--- src/rtl/multicycle_ctrl_pkg.sv ---
// multicycle_ctrl_pkg
//   Shared definitions for the multicycle control unit: FSM state encoding,
//   datapath mux-select codes, ALU operation codes, ALU command (Funct[4:1])
//   codes and a small register-source helper.
//   No ports; imported by the interface users, the ALU decoder and the top.
package multicycle_ctrl_pkg;

  typedef enum logic [3:0] {
    S_FETCH,
    S_DECODE,
    S_MEMADR,
    S_MEMRD,
    S_MEMWB,
    S_MEMWR,
    S_EXECR,
    S_EXECI,
    S_ALUWB,
    S_BRANCH,
    S_MULEXEC,
    S_MULWB
  } state_t;

  // Instruction class, Instr[27:26]
  localparam logic [1:0] OP_DP     = 2'b00;
  localparam logic [1:0] OP_MEM    = 2'b01;
  localparam logic [1:0] OP_BRANCH = 2'b10;
  localparam logic [1:0] OP_UNDEF  = 2'b11;

  // Address source
  localparam logic ADR_PC  = 1'b0;
  localparam logic ADR_ALU = 1'b1;

  // Result source
  localparam logic [1:0] RES_ALUOUT    = 2'b00;
  localparam logic [1:0] RES_READDATA  = 2'b01;
  localparam logic [1:0] RES_ALURESULT = 2'b10;
  localparam logic [1:0] RES_MUL       = 2'b11;

  // ALU operand A / B sources
  localparam logic [1:0] SRCA_RD1  = 2'b00;
  localparam logic [1:0] SRCA_PC   = 2'b01;
  localparam logic [1:0] SRCA_ZERO = 2'b10;
  localparam logic [1:0] SRCB_RD2  = 2'b00;
  localparam logic [1:0] SRCB_IMM  = 2'b01;
  localparam logic [1:0] SRCB_FOUR = 2'b10;

  // ALU operation codes (low three bits of ALUControl)
  localparam logic [2:0] ALU_ADD = 3'b000;
  localparam logic [2:0] ALU_SUB = 3'b001;
  localparam logic [2:0] ALU_AND = 3'b010;
  localparam logic [2:0] ALU_ORR = 3'b011;
  localparam logic [2:0] ALU_EOR = 3'b100;
  localparam logic [2:0] ALU_MOV = 3'b101;

  // Data-processing commands, Funct[4:1]
  localparam logic [3:0] CMD_AND = 4'b0000;
  localparam logic [3:0] CMD_EOR = 4'b0001;
  localparam logic [3:0] CMD_SUB = 4'b0010;
  localparam logic [3:0] CMD_ADD = 4'b0100;
  localparam logic [3:0] CMD_TST = 4'b1000;
  localparam logic [3:0] CMD_CMP = 4'b1010;
  localparam logic [3:0] CMD_ORR = 4'b1100;
  localparam logic [3:0] CMD_MOV = 4'b1101;

  // Register-file read-port selects follow directly from the instruction class
  function automatic logic [1:0] regSrcOf(input logic [1:0] op);
    return {op == OP_MEM, op == OP_BRANCH};
  endfunction

endpackage

--- src/rtl/multicycle_ctrl_if.sv ---
// multicycle_ctrl_if
//   Bundles the instruction fields entering the control unit and every
//   select/enable it returns to the datapath.
//   master (datapath side): drives Op, Funct, Rd, IsMul, MemReady;
//                           receives FlagW, PCS, NextPC, RegW, MemW, IRWrite,
//                           AdrSrc, ResultSrc, ALUSrcA, ALUSrcB, ImmSrc,
//                           RegSrc, ALUControl, MulStart, Undef.
//   slave  (controller)   : the mirror image of master.
interface multicycle_ctrl_if #(
  parameter int ALUCTRL_W = 3
);
  logic [1:0]           Op;
  logic [5:0]           Funct;
  logic [3:0]           Rd;
  logic                 IsMul;
  logic                 MemReady;

  logic [1:0]           FlagW;
  logic                 PCS;
  logic                 NextPC;
  logic                 RegW;
  logic                 MemW;
  logic                 IRWrite;
  logic                 AdrSrc;
  logic [1:0]           ResultSrc;
  logic [1:0]           ALUSrcA;
  logic [1:0]           ALUSrcB;
  logic [1:0]           ImmSrc;
  logic [1:0]           RegSrc;
  logic [ALUCTRL_W-1:0] ALUControl;
  logic                 MulStart;
  logic                 Undef;

  modport master (
    output Op, Funct, Rd, IsMul, MemReady,
    input  FlagW, PCS, NextPC, RegW, MemW, IRWrite, AdrSrc, ResultSrc,
           ALUSrcA, ALUSrcB, ImmSrc, RegSrc, ALUControl, MulStart, Undef
  );

  modport slave (
    input  Op, Funct, Rd, IsMul, MemReady,
    output FlagW, PCS, NextPC, RegW, MemW, IRWrite, AdrSrc, ResultSrc,
           ALUSrcA, ALUSrcB, ImmSrc, RegSrc, ALUControl, MulStart, Undef
  );
endinterface

--- src/rtl/multicycle_ctrl_alu_dec.sv ---
// ctrl_alu_dec
//   Combinational ALU/flag decoder.
//   aluOp      in   1          1 = decode Funct, 0 = plain ADD with no flag writes
//   funct      in   5          Funct[4:0] (command in [4:1], S bit in [0])
//   aluControl out  ALUCTRL_W  ALU operation, upper bits above bit 2 zero
//   flagW      out  2          [1]=NZ write enable, [0]=CV write enable
//   noWrite    out  1          compare/test: result is not written back
//   undefOp    out  1          command code is not in the supported set
module ctrl_alu_dec
  import multicycle_ctrl_pkg::*;
#(
  parameter int ALUCTRL_W = 3
) (
  input  logic                 aluOp,
  input  logic [4:0]           funct,
  output logic [ALUCTRL_W-1:0] aluControl,
  output logic [1:0]           flagW,
  output logic                 noWrite,
  output logic                 undefOp
);

  logic [2:0] opCode;
  logic       arith;

  // CV flags only make sense for add/subtract style ops; CMP and TST always
  // update their flags regardless of the S bit.
  always_comb begin
    opCode  = ALU_ADD;
    arith   = 1'b0;
    noWrite = 1'b0;
    undefOp = 1'b0;
    flagW   = 2'b00;
    if (aluOp) begin
      case (funct[4:1])
        CMD_ADD: begin opCode = ALU_ADD; arith = 1'b1; end
        CMD_SUB: begin opCode = ALU_SUB; arith = 1'b1; end
        CMD_AND: opCode = ALU_AND;
        CMD_ORR: opCode = ALU_ORR;
        CMD_EOR: opCode = ALU_EOR;
        CMD_MOV: opCode = ALU_MOV;
        CMD_CMP: begin opCode = ALU_SUB; arith = 1'b1; noWrite = 1'b1; end
        CMD_TST: begin opCode = ALU_AND; noWrite = 1'b1; end
        default: undefOp = 1'b1;
      endcase
      flagW = {funct[0], funct[0] & arith};
      if (funct[4:1] == CMD_CMP) begin
        flagW = 2'b11;
      end else if (funct[4:1] == CMD_TST) begin
        flagW = 2'b10;
      end
    end
  end

  assign aluControl = ALUCTRL_W'(opCode);

endmodule

--- src/rtl/multicycle_ctrl.sv ---
// multicycle_ctrl
//   Main FSM, multiply latency counter, PC-select and instruction decode of
//   the multicycle core. Only the state and the multiply counter are
//   registered; every output is a combinational function of state and the
//   instruction fields.
//   clk    in  core clock
//   reset  in  synchronous, active-low reset
//   bus    slave modport of multicycle_ctrl_if (instruction fields and
//          MemReady in, datapath selects/strobes out)
module multicycle_ctrl
  import multicycle_ctrl_pkg::*;
#(
  parameter int MUL_LAT   = 4,
  parameter int ALUCTRL_W = 3
) (
  input  logic                  clk,
  input  logic                  reset,
  multicycle_ctrl_if.slave      bus
);

  localparam int CNT_W = (MUL_LAT > 1) ? $clog2(MUL_LAT) : 1;

  state_t               state, nextState;
  logic [CNT_W-1:0]     mulCnt;
  logic                 mulFirst, mulDone;

  logic                 aluOp, branch, mulFlags;
  logic                 regWRaw, memWRaw, irWriteRaw, nextPcRaw;
  logic                 mulStartRaw, undefRaw;
  logic                 adrSrc;
  logic [1:0]           resultSrc, aluSrcA, aluSrcB;

  logic [ALUCTRL_W-1:0] decAluControl;
  logic [1:0]           decFlagW;
  logic                 decNoWrite, decUndef;

  ctrl_alu_dec #(.ALUCTRL_W(ALUCTRL_W)) u_alu_dec (
    .aluOp      (aluOp),
    .funct      (bus.Funct[4:0]),
    .aluControl (decAluControl),
    .flagW      (decFlagW),
    .noWrite    (decNoWrite),
    .undefOp    (decUndef)
  );

  // The counter only counts down, so it equals MUL_LAT-1 solely on the entry
  // cycle of MULEXEC; this also covers MUL_LAT=1 where entry and exit coincide.
  assign mulFirst = (mulCnt == CNT_W'(MUL_LAT - 1));
  assign mulDone  = (mulCnt == '0);

  // State register and multiply latency counter
  always_ff @(posedge clk) begin
    if (!reset) begin
      state  <= S_FETCH;
      mulCnt <= '0;
    end else begin
      state <= nextState;
      if (state == S_DECODE && nextState == S_MULEXEC) begin
        mulCnt <= CNT_W'(MUL_LAT - 1);
      end else if (state == S_MULEXEC && !mulDone) begin
        mulCnt <= mulCnt - CNT_W'(1);
      end
    end
  end

  // Next-state and per-state datapath controls
  always_comb begin
    nextState   = state;
    aluOp       = 1'b0;
    branch      = 1'b0;
    mulFlags    = 1'b0;
    regWRaw     = 1'b0;
    memWRaw     = 1'b0;
    irWriteRaw  = 1'b0;
    nextPcRaw   = 1'b0;
    mulStartRaw = 1'b0;
    undefRaw    = 1'b0;
    adrSrc      = ADR_PC;
    resultSrc   = RES_ALUOUT;
    aluSrcA     = SRCA_RD1;
    aluSrcB     = SRCB_RD2;
    unique case (state)
      S_FETCH: begin
        aluSrcA    = SRCA_PC;
        aluSrcB    = SRCB_FOUR;
        resultSrc  = RES_ALURESULT;
        irWriteRaw = bus.MemReady;
        nextPcRaw  = bus.MemReady;
        if (bus.MemReady) nextState = S_DECODE;
      end
      S_DECODE: begin
        aluSrcA   = SRCA_PC;
        aluSrcB   = SRCB_FOUR;
        resultSrc = RES_ALURESULT;
        case (bus.Op)
          OP_MEM:    nextState = S_MEMADR;
          OP_BRANCH: nextState = S_BRANCH;
          OP_DP: begin
            if (bus.IsMul)         nextState = S_MULEXEC;
            else if (bus.Funct[5]) nextState = S_EXECI;
            else                   nextState = S_EXECR;
          end
          default: begin
            undefRaw  = 1'b1;
            nextState = S_FETCH;
          end
        endcase
      end
      S_MEMADR: begin
        aluSrcB   = SRCB_IMM;
        nextState = bus.Funct[0] ? S_MEMRD : S_MEMWR;
      end
      S_MEMRD: begin
        adrSrc = ADR_ALU;
        if (bus.MemReady) nextState = S_MEMWB;
      end
      S_MEMWB: begin
        resultSrc = RES_READDATA;
        regWRaw   = 1'b1;
        nextState = S_FETCH;
      end
      S_MEMWR: begin
        adrSrc  = ADR_ALU;
        memWRaw = 1'b1;
        if (bus.MemReady) nextState = S_FETCH;
      end
      S_EXECR: begin
        aluOp     = 1'b1;
        undefRaw  = decUndef;
        nextState = S_ALUWB;
      end
      S_EXECI: begin
        aluOp     = 1'b1;
        aluSrcB   = SRCB_IMM;
        undefRaw  = decUndef;
        nextState = S_ALUWB;
      end
      S_ALUWB: begin
        aluOp     = 1'b1;
        regWRaw   = !decNoWrite;
        nextState = S_FETCH;
      end
      S_BRANCH: begin
        aluSrcB   = SRCB_IMM;
        resultSrc = RES_ALURESULT;
        branch    = 1'b1;
        nextState = S_FETCH;
      end
      S_MULEXEC: begin
        mulStartRaw = mulFirst;
        if (mulDone) nextState = S_MULWB;
      end
      S_MULWB: begin
        resultSrc = RES_MUL;
        regWRaw   = 1'b1;
        mulFlags  = 1'b1;
        nextState = S_FETCH;
      end
      default: nextState = S_FETCH;
    endcase
  end

  // All write strobes are held off while reset is low, so an instruction
  // interrupted by reset never commits anything.
  assign bus.RegW       = reset & regWRaw;
  assign bus.MemW       = reset & memWRaw;
  assign bus.IRWrite    = reset & irWriteRaw;
  assign bus.NextPC     = reset & nextPcRaw;
  assign bus.MulStart   = reset & mulStartRaw;
  assign bus.Undef      = reset & undefRaw;
  assign bus.PCS        = reset & (((bus.Rd == 4'hF) & regWRaw) | branch);
  assign bus.FlagW      = !reset   ? 2'b00 :
                          mulFlags ? {bus.Funct[0], 1'b0} : decFlagW;

  assign bus.AdrSrc     = adrSrc;
  assign bus.ResultSrc  = resultSrc;
  assign bus.ALUSrcA    = aluSrcA;
  assign bus.ALUSrcB    = aluSrcB;
  assign bus.ImmSrc     = bus.Op;
  assign bus.RegSrc     = regSrcOf(bus.Op);
  assign bus.ALUControl = decAluControl;

endmodule

--- src/flat_wrapper.sv ---
// flat-port wrapper written by rule: the top's interface ports become plain ports
module multicycle_ctrl_flat import multicycle_ctrl_pkg::*;
#(
  parameter int MUL_LAT   = 4,
  parameter int ALUCTRL_W = 3
)
  (clk, reset, bus_Op, bus_Funct, bus_Rd, bus_IsMul, bus_MemReady, bus_FlagW, bus_PCS, bus_NextPC, bus_RegW, bus_MemW, bus_IRWrite, bus_AdrSrc, bus_ResultSrc, bus_ALUSrcA, bus_ALUSrcB, bus_ImmSrc, bus_RegSrc, bus_ALUControl, bus_MulStart, bus_Undef);
  multicycle_ctrl_if #(.ALUCTRL_W(ALUCTRL_W)) bus_i ();
  input  logic clk;
  input  logic reset;
  input wire logic [$bits(bus_i.Op)-1:0] bus_Op;
  input wire logic [$bits(bus_i.Funct)-1:0] bus_Funct;
  input wire logic [$bits(bus_i.Rd)-1:0] bus_Rd;
  input wire logic [$bits(bus_i.IsMul)-1:0] bus_IsMul;
  input wire logic [$bits(bus_i.MemReady)-1:0] bus_MemReady;
  output wire logic [$bits(bus_i.FlagW)-1:0] bus_FlagW;
  output wire logic [$bits(bus_i.PCS)-1:0] bus_PCS;
  output wire logic [$bits(bus_i.NextPC)-1:0] bus_NextPC;
  output wire logic [$bits(bus_i.RegW)-1:0] bus_RegW;
  output wire logic [$bits(bus_i.MemW)-1:0] bus_MemW;
  output wire logic [$bits(bus_i.IRWrite)-1:0] bus_IRWrite;
  output wire logic [$bits(bus_i.AdrSrc)-1:0] bus_AdrSrc;
  output wire logic [$bits(bus_i.ResultSrc)-1:0] bus_ResultSrc;
  output wire logic [$bits(bus_i.ALUSrcA)-1:0] bus_ALUSrcA;
  output wire logic [$bits(bus_i.ALUSrcB)-1:0] bus_ALUSrcB;
  output wire logic [$bits(bus_i.ImmSrc)-1:0] bus_ImmSrc;
  output wire logic [$bits(bus_i.RegSrc)-1:0] bus_RegSrc;
  output wire logic [$bits(bus_i.ALUControl)-1:0] bus_ALUControl;
  output wire logic [$bits(bus_i.MulStart)-1:0] bus_MulStart;
  output wire logic [$bits(bus_i.Undef)-1:0] bus_Undef;
  assign bus_i.Op = bus_Op;
  assign bus_i.Funct = bus_Funct;
  assign bus_i.Rd = bus_Rd;
  assign bus_i.IsMul = bus_IsMul;
  assign bus_i.MemReady = bus_MemReady;
  assign bus_FlagW = bus_i.FlagW;
  assign bus_PCS = bus_i.PCS;
  assign bus_NextPC = bus_i.NextPC;
  assign bus_RegW = bus_i.RegW;
  assign bus_MemW = bus_i.MemW;
  assign bus_IRWrite = bus_i.IRWrite;
  assign bus_AdrSrc = bus_i.AdrSrc;
  assign bus_ResultSrc = bus_i.ResultSrc;
  assign bus_ALUSrcA = bus_i.ALUSrcA;
  assign bus_ALUSrcB = bus_i.ALUSrcB;
  assign bus_ImmSrc = bus_i.ImmSrc;
  assign bus_RegSrc = bus_i.RegSrc;
  assign bus_ALUControl = bus_i.ALUControl;
  assign bus_MulStart = bus_i.MulStart;
  assign bus_Undef = bus_i.Undef;
  multicycle_ctrl #(.MUL_LAT(MUL_LAT), .ALUCTRL_W(ALUCTRL_W)) u_core (.clk(clk), .reset(reset), .bus(bus_i));
endmodule
--- config.mk ---
export PLATFORM = sky130hd
export DESIGN_NAME = multicycle_ctrl_flat
export DESIGN_NICKNAME = d
export VERILOG_FILES = /design/src/rtl/multicycle_ctrl_pkg.sv /design/src/rtl/multicycle_ctrl_if.sv /design/src/rtl/multicycle_ctrl_alu_dec.sv /design/src/rtl/multicycle_ctrl.sv /design/src/flat_wrapper.sv
export SDC_FILE = /design/constraint.sdc
export NUM_CORES = 1
export LEC_CHECK = 0
export ABC_AREA = 1
export CAP_MARGIN = 15
export CORE_MARGIN = 1.5
export CORE_UTILIZATION = 39
export DETAILED_ROUTE_END_ITERATION = 16
export GPL_TIMING_DRIVEN = 0
export PLACE_DENSITY = 0.9
export SETUP_SLACK_MARGIN = 0.2
export SYNTH_ARGS = -nofsm -noshare
export SYNTH_HDL_FRONTEND = slang
export SYNTH_SLANG_ARGS = --single-unit
--- constraint.sdc ---
create_clock -name clk -period 1.4 [get_ports clk]
set_input_delay 0.14 -clock clk [delete_from_list [all_inputs] [get_ports clk]]
set_output_delay 0.14 -clock clk [all_outputs]
set_load 0.03 [all_outputs]
==> results of run 1 <==
[through the flow]
step | hold WS (ps) | utilization (%) | instances
floorplan | 342 | - | 141
global placement | 555 | 70.8 | 203
detailed placement | 589 | 70.8 | 203
CTS | 529 | 82.6 | 218
[Yosys cell counts]
cell / count / area, sq um
a21oi_1: 5 / 25.0
a21oi_2: 1 / 8.76
buf_4: 4 / 30.0
clkbuf_1: 1 / 3.75
conb_1: 1 / 3.75
dfxtp_1: 6 / 120
ha_1: 2 / 25.0
inv_1: 23 / 86.3
nand2_1: 37 / 139
nand2_2: 1 / 6.26
nand3_1: 9 / 45.0
nand3b_1: 1 / 7.51
nand4_1: 2 / 12.5
nor2_1: 30 / 113
nor2_2: 4 / 25.0
nor2_4: 2 / 22.5
nor3_1: 4 / 20.0
o21a_1: 1 / 7.51
o21ai_0: 2 / 10.0
o21ai_1: 2 / 10.0
o221ai_1: 1 / 8.76
o22ai_1: 1 / 6.26
o31ai_1: 1 / 7.51
[cells by family after synthesis]
logic type      count (synthesis)
flops                           6
compound gates                 14
buf+inv                        28
simple gates                   90
other cells                     1
fa+ha+maj                       2
[what timing repair did]
item	in CTS
endpoints found under the setup margin	28
buffers inserted	12
resized for setup	176
pin swaps	13
==> qor.log, run 1 <==
[floorplanning] Initial Utilization 42.1%
[synth] sequential element share of the synthesized area 16.2%
[clock_network] hold_buf cts 0
[placed_design] Place WS -812 ps
[synth] main combinational cell family by area after synthesis simple AND/OR/NAND/NOR gates
[clock_network] H-tree depth 1
[timing] pin ending the worst setup path after global-route repair bus_PCS
[global_route] maximum number of pins on one net before global-route repair 11
[placed_design] number of buffer cells added on primary ports 37
[floorplanning] die outline width 46.7 microns
[synth] multiplexer share of the synthesized area 0%
[floorplanning] vertical extent of the die 46.7 microns
[clock_network] total CTS buffers 3
[placed_design] Post-DP Area 0.00125 sq mm
[synth] adder-cell area share of the yosys netlist 3.37%
[placed_design] Final Wtd Congestion 0.877
[synth] synthesized area 743 sq um
[synth] Post-Synthesis Cells 141
[timing] pin category terminating the worst setup path after the last repair output port
[run_status] Last stage global routing (5_1_grt)
[clock_network] Sinks on Clock Net 6
[synth] post-synthesis share of cell area spent on and, or, nand and nor gates 52.5%
[synth] compound-gate portion of the synthesized area 11.3%
[synth] number of different library cells in the post-synthesis netlist 23
[synth] Synth Net Count 159
[placed_design] post-DP HPWL 1.99 mm
[global_route] initial antenna violation count 0
[clock_network] Max Buffers Root-to-Sink 2
[synth] Post-Synthesis Mean Instance Area 5.27 sq um
[synth] register bit total from synthesis 6
[synth] xor/xnor cell area share of the yosys netlist 0%
[synth] YS warnings 0
[run_status] result of the run stopped before the end
[floorplanning] total number of placement rows 15
[run_status] error that halted the flow [ERROR DPL-0033] detailed placement checks failed during check placement.
[clock_network] clock tree root driver cell clkbuf_4
[floorplanning] number of I/O pins 39
==> inputs of run 2 (changes only) <==
--- a/config.mk
+++ b/config.mk
@@ -7,12 +7,11 @@
 export LEC_CHECK = 0
 export ABC_AREA = 1
 export CAP_MARGIN = 15
-export CORE_MARGIN = 1.5
-export CORE_UTILIZATION = 39
+export CORE_AREA = 2 2 63 65
 export DETAILED_ROUTE_END_ITERATION = 16
+export DIE_AREA = 0 0 65 67
 export GPL_TIMING_DRIVEN = 0
-export PLACE_DENSITY = 0.9
-export SETUP_SLACK_MARGIN = 0.2
+export PLACE_DENSITY_LB_ADDON = 0.15
 export SYNTH_ARGS = -nofsm -noshare
 export SYNTH_HDL_FRONTEND = slang
 export SYNTH_SLANG_ARGS = --single-unit
==> qor.log, run 2 <==
[run_status] result of the run complete, but fails checks
[run_status] violated checks negative setup slack
[routing] number of violations reported at the end of detailed-routing iteration 0 36
[worst_setup_path] startpoint-to-endpoint class of the critical path register to primary output
[cells_and_area] commonest cells after routing, fill and taps aside 28 x nand2_1, 23 x nor2_1, 21 x buf_4
[routing] vias 1019
[floorplanning] total number of placement rows 22 [+7]
[placed_design] Final Wtd Congestion 0.898 [+2.4%]
[synth] main combinational cell family by area after synthesis simple AND/OR/NAND/NOR gates
[cells_and_area] most common cell after layout, fill and taps aside nand2_1
[placed_design] number of buffer cells added on primary ports 37 [unchanged]
[timing] period utilisation layout 108%
[power] overall power of the completed layout 785 uW
[floorplanning] die outline width 65 microns [+39%]
[routing] remaining number of nets flagged by the antenna check after routing 0
[placed_design] number of cells in the design after placement 226 [+11%]
[placed_design] post-DP HPWL 1.97 mm [-1.2%]
[timing] maximum achievable frequency 661 MHz
[routing] Wirelength per Cell 10.4 microns
[synth] leading area contributor after synthesis nand2_1
[worst_setup_path] Worst R2R Setup Slack 180 ps
[clock_network] clock-pin transition on the worst setup and hold timing paths 30 ps
[synth] Post-synth top cells 37 x nand2_1, 30 x nor2_1, 23 x inv_1, 9 x nand3_1, 6 x dfxtp_1
[global_route] overflow left after global routing 0
[cells_and_area] number of filler instances in the final layout 389
[synth] commonest register cell after synthesis dfxtp_1
[clock_network] Sinks on Clock Net 6 [unchanged]
[floorplanning] area enclosed by the die boundary 0.00436 sq mm
[cells_and_area] Reg with most FFs u_core.state
[cells_and_area] largest registers u_core.state (4), u_core.mulCnt (2)
[global_route] initial antenna violation count 0
[worst_setup_path] Worst Setup Start Kind register
[global_route] wire length of the first global-routing pass 4.18 mm
[synth] compound-gate portion of the synthesized area 11.3% [unchanged]
[global_route] overall track demand over capacity in global routing 11.8%
[clock_network] clock tree root driver cell clkbuf_8
[floorplanning] Initial Utilization 20.6% [-22 points]
[timing] setup repair after global routing missed its margin yes
[synth] Async SR Flop Fraction 0% [unchanged]
[routing] First-pass DRT Iterations 4
[timing] endpoints failing hold 0
[clock_network] TritonCTS clock tree built
[cells_and_area] max reg flops 4
[power] maximum VDD drop 0.427 mV
[timing] worst clock skew on the final layout 2.02 ps
[cells_and_area] layout cells sized above 1 39.9%
[worst_setup_path] Critical Path RT 1260 ps
[worst_setup_path] capturing element type of the critical path primary output
[worst_setup_path] Critical Path AT 1370 ps
[synth] xor/xnor cell area share of the yosys netlist 0% [unchanged]
[cells_and_area] number of nets in the finished design 213
[flow_run] total of max-cap violations 0
[synth] multiplexer share of the synthesized area 0% [unchanged]
[cells_and_area] Area Growth Syn to Fin 94.4%
[synth] share of the synthesized area in the top cell type 18.7% [unchanged]
[hold_path] worst hold path class primary input to register
[global_route] via count of the first global-routing pass 986
[clock_network] clock latency reported for the late side of the worst-skew pair 220 ps
[synth] leading cell types by total area after synthesis nand2_1 19%, dfxtp_1 16%, nor2_1 15%, inv_1 12%, nand3_1 6.1%
[clock_network] total CTS buffers 3 [unchanged]
[floorplanning] number of I/O pins 39 [unchanged]
[cells_and_area] non-filler cells, final 241
[power] power density over cell area 543 mW/mm^2
[synth] Synth Net Count 159 [unchanged]
[synth] Post-Synthesis Cells 141 [unchanged]
[synth] synthesized area 743 sq um [unchanged]
[synth] adder-cell area share of the yosys netlist 3.37% [unchanged]
[global_route] maximum number of pins on one net before global-route repair 11
[power] leakage power of the design 0.733 nW
[timing] final count of pins violating max slew 0
[synth] sequential element share of the synthesized area 16.2% [unchanged]
[synth] number of different library cells in the post-synthesis netlist 23 [unchanged]
[clock_network] Max Buffers Root-to-Sink 2 [unchanged]
[synth] Post-Synthesis Mean Instance Area 5.27 sq um [unchanged]
[timing] worst-case setup margin in the final layout -114 ps
[synth] register bit total from synthesis 6 [unchanged]
[timing] count of endpoints failing setup in the final report 9
[worst_setup_path] crit-path max FO 4
[synth] post-synthesis share of cell area spent on and, or, nand and nor gates 52.5% [unchanged]
[cells_and_area] ant diodes 0
[timing] Final min period 1510 ps
[routing] drt drc 0
[clock_network] hold_buf cts 0 [unchanged]
[clock_network] H-tree depth 1 [unchanged]
[floorplanning] Core Footprint 0.00361 sq mm
[synth] YS warnings 0 [unchanged]
[floorplanning] vertical extent of the die 67 microns [+44%]
[synth] number of synthesized flops with an enable pin 0 [unchanged]
[routing] vias per cell 4.23
[routing] Total Routed Length 2.51 mm
[synth] most frequent cell after synthesis nand2_1
run 2: where the power goes:
part / internal, mW / switching [mW] / leakage (nW)
logic: 0.147 / 0.199 / 0.661
registers: 0.178 / 0.0155 / 0.0514
clock network: 0.184 / 0.0620 / 0.0216
total: 0.508 / 0.277 / 0.733
run 2: cell families after synthesis:
group           after synthesis
simple gates                 90
buf+inv                      28
compound gates               14
flops                         6
fa+ha+maj                     2
other cells                   1
run 2: what timing repair did:
action	4_1_cts	5_1_grt
pin swaps	8	15
gates resized for setup	137	32
setup buffers	6	6
setup endpoints to repair	22	20
run 2: area by class of cell:
cell class	instances	area [sq um]	area share [%]
tap	48	60.1	4.16
inverter	23	101	7.01
buffer	5	37.5	2.60
sequential	6	133	9.18
clock buffer	3	41.3	2.86
multi-input combinational	107	618	42.8
timing repair buffer	49	454	31.4
run 2: final timing paths:
check                           depth (start not counted)                            end                          start
worst min-delay path                                    4  u_core.mulCnt[1]$_SDFFE_PN0P_                      bus_Op[1]
worst min register to register                          4  u_core.mulCnt[1]$_SDFFE_PN0P_  u_core.mulCnt[1]$_SDFFE_PN0P_
worst max-delay path                                    6                     bus_NextPC     u_core.state[2]$_SDFF_PN0_
worst max register to register                          9  u_core.mulCnt[0]$_SDFFE_PN0P_     u_core.state[1]$_SDFF_PN0_
run 2: stage by stage:
| step | util [%] | hold slack (ps) | instance area, sq um | worst slack (ps) | TNS (ps) |
|---|---|---|---|---|---|
| 6_report | 40.1 | 467 | 1450 | -114 | -477 |
| 5_1_grt | 40.1 | 527 | 1450 | -170 | -1340 |
| 4_1_cts | 37.0 | 608 | 1330 | -208 | -814 |
| 3_5_place_dp | 33.3 | 600 | 1200 | -814 | -10290 |
| 3_3_place_gp | 33.3 | 579 | 1200 | -814 | -10330 |
| 2_1_floorplan | - | 345 | 769 | -16.6 | -16.6 |
run 2: worst max-delay path: stages (launching register included):
cell and delay, ps:
dfxtp_4 360, buf_6 120, nor2_4 110, nand4_1 150
nor2_2 170, buf_4 130, buf_6 110
run 2: metal layers:
metal  GRT usage (%)  up-vias  wire [microns]  part of all wire, %
li1                -      537               -                    -
met1            13.8      457            1040                   41
met2            22.7       23            1320                   53
met3            1.18        2             133                  5.3
met4            3.19        0              16                 0.64
met5               0        -               0                    0
Power figures use the tool's default switching activity.
